File: src/rtl/mem_scan_reader.sv
// Scans a 32x4 synchronous memory from start_addr up to address 31, presenting each
// word on a valid/ready port and advancing either on an internal tick or a step pulse.
module mem_scan_reader #(
   parameter int TICK_DIV = 25000000
) (
   input  logic       clk,
   input  logic       rst,
   input  logic       start,
   input  logic       stop,
   input  logic       step,
   input  logic       auto_mode,
   input  logic [4:0] start_addr,
   output logic [4:0] mem_addr,
   output logic       mem_rd,
   input  logic [3:0] mem_data,
   output logic [4:0] out_addr,
   output logic [3:0] out_data,
   output logic       out_valid,
   input  logic       out_ready,
   output logic       busy,
   output logic       done
);

   localparam int            TW       = (TICK_DIV > 1) ? $clog2(TICK_DIV) : 1;
   localparam logic [TW-1:0] TICK_MAX = TW'(TICK_DIV - 1);

   localparam logic [2:0] S_IDLE  = 3'd0;
   localparam logic [2:0] S_ISSUE = 3'd1;
   localparam logic [2:0] S_WAIT  = 3'd2;
   localparam logic [2:0] S_HOLD  = 3'd3;
   localparam logic [2:0] S_PACE  = 3'd4;

   logic [2:0]    state_q, state_d;
   logic [4:0]    addr_q, addr_d;
   logic [TW-1:0] tick_q, tick_d;
   logic [4:0]    out_addr_q, out_addr_d;
   logic [3:0]    out_data_q, out_data_d;
   logic          out_valid_q, out_valid_d;
   logic          done_q, done_d;

   always_comb begin
      // NOTE: every variable gets a default first so no path through the case infers a latch.
      state_d     = state_q;
      addr_d      = addr_q;
      tick_d      = tick_q;
      out_addr_d  = out_addr_q;
      out_data_d  = out_data_q;
      out_valid_d = out_valid_q;
      done_d      = 1'b0;

      // stop outranks everything else, including a handshake completing in the same cycle.
      if (stop) begin
         state_d     = S_IDLE;
         out_valid_d = 1'b0;
      end else begin
         case (state_q)
            S_IDLE: begin
               if (start) begin
                  addr_d  = start_addr;
                  state_d = S_ISSUE;
               end
            end
            S_ISSUE: state_d = S_WAIT;
            S_WAIT: begin
               out_data_d  = mem_data;
               out_addr_d  = addr_q;
               out_valid_d = 1'b1;
               state_d     = S_HOLD;
            end
            S_HOLD: begin
               if (out_valid_q && out_ready) begin
                  out_valid_d = 1'b0;
                  if (addr_q == 5'd31) begin
                     done_d  = 1'b1;
                     state_d = S_IDLE;
                  end else begin
                     tick_d  = '0;
                     state_d = S_PACE;
                  end
               end
            end
            S_PACE: begin
               // Counter only runs in auto mode so a mode flip mid-PACE resumes the count.
               if (auto_mode) begin
                  if (tick_q == TICK_MAX) begin
                     addr_d  = addr_q + 5'd1;
                     state_d = S_ISSUE;
                  end else begin
                     tick_d = tick_q + 1'b1;
                  end
               end else if (step) begin
                  addr_d  = addr_q + 5'd1;
                  state_d = S_ISSUE;
               end
            end
            default: state_d = S_IDLE;
         endcase
      end
   end

   // NOTE: sequential state uses non-blocking assignments so every flop samples pre-edge values.
   always_ff @(posedge clk or posedge rst) begin
      if (rst) begin
         state_q     <= S_IDLE;
         addr_q      <= '0;
         tick_q      <= '0;
         out_addr_q  <= '0;
         out_data_q  <= '0;
         out_valid_q <= 1'b0;
         done_q      <= 1'b0;
      end else begin
         state_q     <= state_d;
         addr_q      <= addr_d;
         tick_q      <= tick_d;
         out_addr_q  <= out_addr_d;
         out_data_q  <= out_data_d;
         out_valid_q <= out_valid_d;
         done_q      <= done_d;
      end
   end

   assign mem_addr  = addr_q;
   assign mem_rd    = (state_q == S_ISSUE);
   assign busy      = (state_q != S_IDLE);
   assign out_addr  = out_addr_q;
   assign out_data  = out_data_q;
   assign out_valid = out_valid_q;
   assign done      = done_q;

endmodule
File: config.mk
export PLATFORM = sky130hd
export DESIGN_NAME = mem_scan_reader
export DESIGN_NICKNAME = d
export VERILOG_FILES = /design/src/rtl/mem_scan_reader.sv
export SDC_FILE = /design/constraint.sdc
export NUM_CORES = 1
export LEC_CHECK = 0
export ABC_CLOCK_PERIOD_IN_PS = 4200
export BUFFER_PORTS_ARGS = -buffer_cell sky130_fd_sc_hd__buf_2
export CAP_MARGIN = 5
export CORE_ASPECT_RATIO = 0.75
export CORE_MARGIN = 2
export CORE_UTILIZATION = 30
export CTS_BUF_LIST = sky130_fd_sc_hd__clkbuf_4
export DETAILED_ROUTE_END_ITERATION = 6
export PLACE_DENSITY = 0.55
export REMOVE_ABC_BUFFERS = 1
export SLEW_MARGIN = 0
export SYNTH_ARGS = -nofsm -noshare
export SYNTH_HDL_FRONTEND = slang
export SYNTH_SLANG_ARGS = --single-unit
File: constraint.sdc
create_clock -name clk -period 4.2 [get_ports clk]
set_clock_uncertainty 0.05 [all_clocks]
set_input_delay 0.21 -clock clk [delete_from_list [all_inputs] [get_ports clk]]
set_output_delay 0.21 -clock clk [all_outputs]
set_load 0.03 [all_outputs]
==> run_results.csv, run 1 <==
group,metric,value,unit
cells_and_area,layout.area.seq,1101,sq um
floorplanning,design.core.area,8346,sq um
placement,place.port_buffers,33,
power_and_ir_drop,vdd_ir_drop_max,0.0002332,V
run_status,violations,"negative hold slack",
power_and_ir_drop,p_leak,1.193,nW
clocking,hold_bufs_inserted_after_cts,0,
synthesis,synth_edf_count,0,
power_and_ir_drop,p_per_area,388.9,nW/um^2
setup_path,crit_arrival,3050,ps
floorplanning,floorplan.die.height,83.77,microns
cells_and_area,final.fill_count,872,
synthesis,syn_area,2545,sq um
run,max_cap_violations,0,
cells_and_area,antenna_cells,0,
timing,post-route-worst-setup-slack,1356,ps
setup_path,timing.critical_path.required,4410,ps
setup_path,end_kind,"flip-flop",
cells_and_area,nNetsFinal,304,
cells_and_area,area_delta_synth_final,11.55,%
setup_path,cp-start-kind,"flip-flop",
route,vias_per_cell,5.363,
floorplanning,floorplan.die_area,9243,sq um
synthesis,ys_types,51,
synthesis,synth_seq_area_share,43.26,%
clocking,cts_htree_levels,2,
synthesis,ys.flop_type,"sky130_fd_sc_hd__dfrtp_1",
synthesis,postSynth.asyncResetShare,100.0,%
clocking,post_cts.repair.setup_buffers,0,
run_status,status,"finished, violations left",
floorplanning,die_w,110.4,microns
synthesis,ys_ff_latch,44,
route,avgRoutedWirePerCell,15.47,microns
route,drtAntennaViolNets,0,
placement,pre_cts_ws,1284,ps
setup_path,worst-path-max-fanout,14,
synthesis,synth_area_leader_cell,"sky130_fd_sc_hd__dfrtp_1",
route,vias,2113,
global_routing,grt_util_all_layers,14.07,%
floorplanning,num_io_pins,34,
clocking,tritoncts,"done",
global_routing,gr-total-overflow,0,
timing,timing.slew.headroom,36.54,%
route,finalWirelength,6.094,mm
timing,rsz0062_at_grt,"false",
synthesis,most_frequently_used_cell_type_in_the_post_synthesis_netlist,"sky130_fd_sc_hd__dfrtp_1",
timing,timing_max_transition_violations_final,0,
route,drt_first_pass_iters,5,
setup_path,worstReg2RegStart,"mem_addr[0]$_DFFE_PP0P_",
clocking,cts_repair_resize_count,0,
clocking,cts-root-buf,"sky130_fd_sc_hd__clkbuf_4",
global_routing,grt_pass1_vias,1932,
timing,min_period_over_period,67.71,%
synthesis,yosysTopAreaCellShare,43.26,%
min_path,worstHoldPathType,"primary input to async pin",
synthesis,yosys_warnings,0,
floorplanning,initial_core_util,30.49,%
placement,gpl.final_weighted_congestion,0.8262,
route,detailedRoute.firstIterationViolations,165,
route,drc,0,
clocking,cts_buffers,5,
clocking,clk_pin_slew,130,ps
cells_and_area,multiInputGateArea,1316,sq um
timing,tns,0,ps
clocking,cts.path.max_buffers,2,
timing,finalSetupViolCount,0,
synthesis,yosys-top-cells-area,"sky130_fd_sc_hd__dfrtp_1 43%, sky130_fd_sc_hd__mux2_2 4.0%, sky130_fd_sc_hd__a21oi_1 3.5%, sky130_fd_sc_hd__nand3_1 3.5%, sky130_fd_sc_hd__nand2_1 3.5%",
cells_and_area,utilization,34.02,%
timing,worst_slew_pin_slew,950.5,ps
cells_and_area,fraction_of_layout_cells_with_a_size_suffix_above_1,23.43,%
timing,post-route-min-period,2844,ps
global_routing,number_of_antenna_violations_at_the_first_check_in_global_routing,0,
synthesis,postSynthAreaPerCell,9.941,sq um
timing,achievable-frequency,351.7,MHz
placement,hpwl,4.379,mm
global_routing,grt_max_degree,45,
setup_path,start_to_end_type_of_the_worst_setup_path,"flip-flop to flip-flop",
timing,timing.hold.ws,-12.63,ps
setup_path,crit_start,"mem_addr[0]$_DFFE_PP0P_",
synthesis,syn_inst_count,256,
global_routing,grt_first_pass_wirelength,10.18,mm
synthesis,top_cells_by_instance_count_after_synthesis,"44 x sky130_fd_sc_hd__dfrtp_1, 24 x sky130_fd_sc_hd__nand2_1, 18 x sky130_fd_sc_hd__a21oi_1, 18 x sky130_fd_sc_hd__nand3_1, 14 x sky130_fd_sc_hd__nor2_1",
clocking,total_clock_sinks,44,
timing,final_hold_viols,9,
floorplanning,placementRows,29,
clocking,clk-insertion-delay-late,360,ps
layer usage:
| metal | wire (microns) | vias to the layer above | global-route usage (%) |
|---|---|---|---|
| li1 | - | 1034 | - |
| met5 | 0 | - | 0 |
| met2 | 2467 | 56 | 18.29 |
| met3 | 304 | 5 | 3.044 |
| met4 | 50 | 0 | 3.182 |
| met1 | 3272 | 1018 | 23.17 |
layout make-up:
class                      instances  area share (%)
multi-input combinational        192           46.36
sequential                        44           38.78
timing repair buffer              35           6.346
tap                              108           4.760
clock buffer                       6           1.587
clock inverter                     2           1.234
inverter                           7          0.9255
sequential cells by signal, summed over array words and instances (netlist names):
signal	flops
tick_q	25
mem_addr	5
out_addr	5
out_data	4
state_q	3
done	1
out_valid	1
cells in the final DEF, fill, tap and decap left out, types with 6 or more instances in the layout:
master / synthesis / final
sky130_fd_sc_hd__a21oi_1: 18 / 18
sky130_fd_sc_hd__nor2_1: 14 / 14
sky130_fd_sc_hd__buf_2: 3 / 33
sky130_fd_sc_hd__inv_1: 7 / 6
sky130_fd_sc_hd__o21ai_0: 9 / 9
sky130_fd_sc_hd__clkbuf_4: 0 / 6
sky130_fd_sc_hd__nand3_1: 18 / 18
sky130_fd_sc_hd__dfrtp_1: 44 / 44
sky130_fd_sc_hd__o211ai_1: 8 / 8
sky130_fd_sc_hd__a31oi_1: 6 / 6
sky130_fd_sc_hd__and3_1: 8 / 8
sky130_fd_sc_hd__mux2_2: 9 / 9
sky130_fd_sc_hd__or4_1: 10 / 10
sky130_fd_sc_hd__nand2_1: 24 / 24
path summary, 6_finish.rpt:
| path | endpoint | slack (ps) | cells after the start |
|---|---|---|---|
| worst max-delay path | tick_q[19]$_DFFE_PP0P_ | 1360 | 8 |
| worst min-delay path | out_valid$_DFFE_PP0P_ | -10 | 2 |
| worst max register to register | tick_q[19]$_DFFE_PP0P_ | 1360 | 8 |
| worst min register to register | out_data[0]$_DFFE_PP0P_ | 470 | 1 |
| max in group asynchronous | tick_q[9]$_DFFE_PP0P_ | 3520 | 2 |
| min in group clk | out_data[2]$_DFFE_PP0P_ | 20 | 2 |
metrics by stage:
step / instances / instance area (sq um) / power (mW)
2_1_floorplan: 243 / 2444 / 0.7438
3_3_place_gp: 386 / 2759 / 0.8366
3_5_place_dp: 386 / 2759 / 0.8402
4_1_cts: 394 / 2839 / 1.119
5_1_grt: 394 / 2839 / 1.166
6_report: 394 / 2839 / 1.104
cell families after synthesis:
family / count (synthesis) / share of synthesized area [%]
simple gates: 111 / 27.09
compound gates: 66 / 17.99
buf+inv: 20 / 5.014
mux: 12 / 5.162
flops: 44 / 43.26
fa+ha+maj: 3 / 1.475
power by group:
group	total [mW]	switching [mW]	internal [mW]	leakage, nW
combinational	0.299	0.196	0.103	0.582
sequential	0.531	0.0479	0.483	0.564
clock	0.274	0.143	0.131	0.0456
worst max-delay path, stage by stage, from the launching register on:
cell,delay [ps]
sky130_fd_sc_hd__dfrtp_1,440
sky130_fd_sc_hd__ha_1,230
sky130_fd_sc_hd__and3_1,190
sky130_fd_sc_hd__ha_1,190
sky130_fd_sc_hd__or3b_1,360
sky130_fd_sc_hd__or2_2,340
sky130_fd_sc_hd__nor2_1,650
sky130_fd_sc_hd__or2_2,230
sky130_fd_sc_hd__mux2i_1,60
No activity file was read; power rests on OpenSTA's default activity.
==> run 2: changes to the inputs <==
--- a/config.mk
+++ b/config.mk
@@ -5,7 +5,7 @@
 export SDC_FILE = /design/constraint.sdc
 export NUM_CORES = 1
 export LEC_CHECK = 0
-export ABC_CLOCK_PERIOD_IN_PS = 4200
+export ABC_CLOCK_PERIOD_IN_PS = 2600
 export BUFFER_PORTS_ARGS = -buffer_cell sky130_fd_sc_hd__buf_2
 export CAP_MARGIN = 5
 export CORE_ASPECT_RATIO = 0.75
@@ -13,7 +13,7 @@
 export CORE_UTILIZATION = 30
 export CTS_BUF_LIST = sky130_fd_sc_hd__clkbuf_4
 export DETAILED_ROUTE_END_ITERATION = 6
-export PLACE_DENSITY = 0.55
+export PLACE_DENSITY = 0.57
 export REMOVE_ABC_BUFFERS = 1
 export SLEW_MARGIN = 0
 export SYNTH_ARGS = -nofsm -noshare
==> constraint.sdc (replaced) <==
create_clock -name clk -period 2.6 [get_ports clk]
set_clock_uncertainty 0.05 [all_clocks]
set_input_delay 0.13 -clock clk [delete_from_list [all_inputs] [get_ports clk]]
set_output_delay 0.13 -clock clk [all_outputs]
set_load 0.03 [all_outputs]
==> run 2 against run 1 <==
Against the previous run:
- the flow now finishes without violations
- hold slack improved by 40 ps
- non-clock buffer count increased by 32
- final cell count increased by 8.4%
- critical path type unchanged
- largest cell class unchanged
- largest power group unchanged
==> run_results.csv, run 2 (synthesis results as in run 1) <==
group,metric,value,unit
run_status,status,"finished, final reports clean",
placement,gpl.final_weighted_congestion,0.8641,
setup_path,end_kind,"flip-flop",
timing,min_period_over_period,96.58,%
setup_path,worst_r2r_path_depth,9,
route,drc,0,
placement,hpwl,4.645,mm
power_and_ir_drop,vdd_ir_drop_max,0.0004007,V
timing,worst_slew_pin_slew,926.0,ps
global_routing,grt_first_pass_wirelength,10.85,mm
floorplanning,die_w,110.4,microns
global_routing,grt_max_degree,45,
floorplanning,floorplan.die_area,9243,sq um
route,vias_per_cell,5.335,
cells_and_area,multiInputGateArea,1355,sq um
route,detailedRoute.firstIterationViolations,152,
floorplanning,placementRows,29,
floorplanning,design.core.area,8346,sq um
clocking,cts.path.max_buffers,2,
placement,pre_cts_ws,43.34,ps
cells_and_area,fraction_of_layout_cells_with_a_size_suffix_above_1,30.72,%
route,drt_first_pass_iters,4,
cells_and_area,utilization,37.41,%
power_and_ir_drop,power_frac_clock,20.0,%
cells_and_area,layout.cells.most_common,"sky130_fd_sc_hd__dfrtp_1",
route,avgRoutedWirePerCell,15.11,microns
setup_path,timing.critical_path.required,2860,ps
clocking,cts-root-buf,"sky130_fd_sc_hd__clkbuf_4",
cells_and_area,largest-register,"tick_q",
clocking,cts_buffers,5,
cells_and_area,largest_reg_flops,25,
power_and_ir_drop,switchingPower,643.7,uW
route,vias,2278,
cells_and_area,area_delta_synth_final,22.66,%
timing,timing_max_transition_violations_final,0,
clocking,clk-insertion-delay-late,380,ps
cells_and_area,layout.area.seq,1101,sq um
timing,tns,0,ps
cells_and_area,nNetsFinal,337,
global_routing,grt_util_all_layers,14.91,%
timing,timing.slew.headroom,38.17,%
power_and_ir_drop,p_leak,1.340,nW
power_and_ir_drop,switching_portion_of_total_power,37.13,%
min_path,worst_hold_path.num_cells,2,
timing,final_hold_viols,0,
cells_and_area,antenna_cells,0,
timing,achievable-frequency,398.2,MHz
cells_and_area,final.fill_count,865,
setup_path,cp-start-kind,"flip-flop",
route,drtAntennaViolNets,0,
run,max_cap_violations,0,
global_routing,gr-total-overflow,0,
clocking,tritoncts,"done",
power_and_ir_drop,p_per_area,555.4,nW/um^2
clocking,cts_htree_levels,2,
min_path,worstHoldPathType,"primary input to flip-flop",
floorplanning,floorplan.die.height,83.77,microns
cells_and_area,leading_cell_types_in_the_layout_fill_and_taps_excluded,"44 x sky130_fd_sc_hd__dfrtp_1, 34 x sky130_fd_sc_hd__buf_2, 25 x sky130_fd_sc_hd__buf_4",
placement,place.port_buffers,33,
power_and_ir_drop,power.total,1.734,mW
floorplanning,initial_core_util,30.49,%
floorplanning,num_io_pins,34,
power_and_ir_drop,sequentialPowerShare,48.8,%
timing,post-route-worst-setup-slack,88.98,ps
global_routing,number_of_antenna_violations_at_the_first_check_in_global_routing,0,
setup_path,worst-path-max-fanout,6,
setup_path,r2r_setup_slack,90,ps
timing,finalSetupViolCount,0,
clocking,clk_pin_slew,150,ps
route,finalWirelength,6.452,mm
setup_path,crit_arrival,2770,ps
power_and_ir_drop,pwr-share-comb,31.2,%
setup_path,start_to_end_type_of_the_worst_setup_path,"flip-flop to flip-flop",
clocking,total_clock_sinks,44,
power_and_ir_drop,p_int,1.090,mW
global_routing,grt_pass1_vias,2042,
timing,post-route-min-period,2511,ps
-- run 2: cell count changes in the layout (fill, tap and decap cells not counted), sizes merged --
cell / before / now
buf: 35 / 60
dlygate4sd3: 0 / 7
clkinv: 1 / 3
a211oi: 1 / 2
bufinv: 1 / 0
clkbuf: 6 / 5
-- run 2: critical path: stages, from the launching register on --
cell	delay, ps
sky130_fd_sc_hd__dfrtp_1	410
sky130_fd_sc_hd__ha_2	200
sky130_fd_sc_hd__and3_1	180
sky130_fd_sc_hd__ha_2	180
sky130_fd_sc_hd__or3b_4	390
sky130_fd_sc_hd__nor2_4	160
sky130_fd_sc_hd__buf_4	130
sky130_fd_sc_hd__a21oi_1	80
sky130_fd_sc_hd__or4_1	530
sky130_fd_sc_hd__a21oi_1	130
-- run 2: stage by stage --
stage | cell area [sq um] | hold WS (ps) | instances
6_report | 3122 | 27.01 | 427
3_5_place_dp | 2907 | 318.7 | 404
3_3_place_gp | 2907 | 314.0 | 404
5_1_grt | 3122 | 38.82 | 427
4_1_cts | 3033 | 2.536 | 419
2_1_floorplan | 2444 | 146.4 | 243
-- run 2: layer usage --
| metal | share of wire [%] | global-route usage [%] | vias up | routed length (microns) |
|---|---|---|---|---|
| met3 | 6.6 | 2.342 | 10 | 428 |
| met4 | 1.4 | 3.750 | 0 | 89 |
| met5 | 0 | 0 | - | 0 |
| met1 | 51 | 25.41 | 1094 | 3304 |
| li1 | - | - | 1106 | - |
| met2 | 41 | 18.85 | 68 | 2628 |
-- run 2: cell type report --
type | count | share of cell area, %
Multi-Input combinational cell | 193 | 43.41
Sequential cell | 44 | 35.27
Timing Repair Buffer | 67 | 14.35
Tap cell | 108 | 4.329
Clock buffer | 5 | 1.202
Inverter | 7 | 0.8417
Clock inverter | 3 | 0.6012
-- run 2: path summary, 6_finish.rpt --
path	to	from
max	tick_q[22]$_DFFE_PP0P_	mem_addr[0]$_DFFE_PP0P_
max in group asynchronous	out_addr[4]$_DFFE_PP0P_	rst
min	state_q[0]$_DFFE_PP0P_	stop
min reg2reg	out_addr[3]$_DFFE_PP0P_	out_addr[3]$_DFFE_PP0P_
max reg2reg	tick_q[22]$_DFFE_PP0P_	mem_addr[0]$_DFFE_PP0P_
min in group asynchronous	out_valid$_DFFE_PP0P_	rst
-- run 2: power groups by stage --
stage                     registers, mW  clock network (mW)  logic (mW)
after detailed placement          0.859                   0       0.523
after global placement            0.856                   0       0.520
after floorplan                    1.04                   0       0.165
after CTS                         0.845               0.361       0.531
after global routing              0.861               0.389       0.586
final                             0.846               0.347       0.541
-- run 2: what timing repair did --
action,in CTS,in global routing
setup buffers,0,7
resized for setup,0,7
hold endpoints to repair,50,0
endpoints found under the setup margin,0,20
hold buffers,7,0
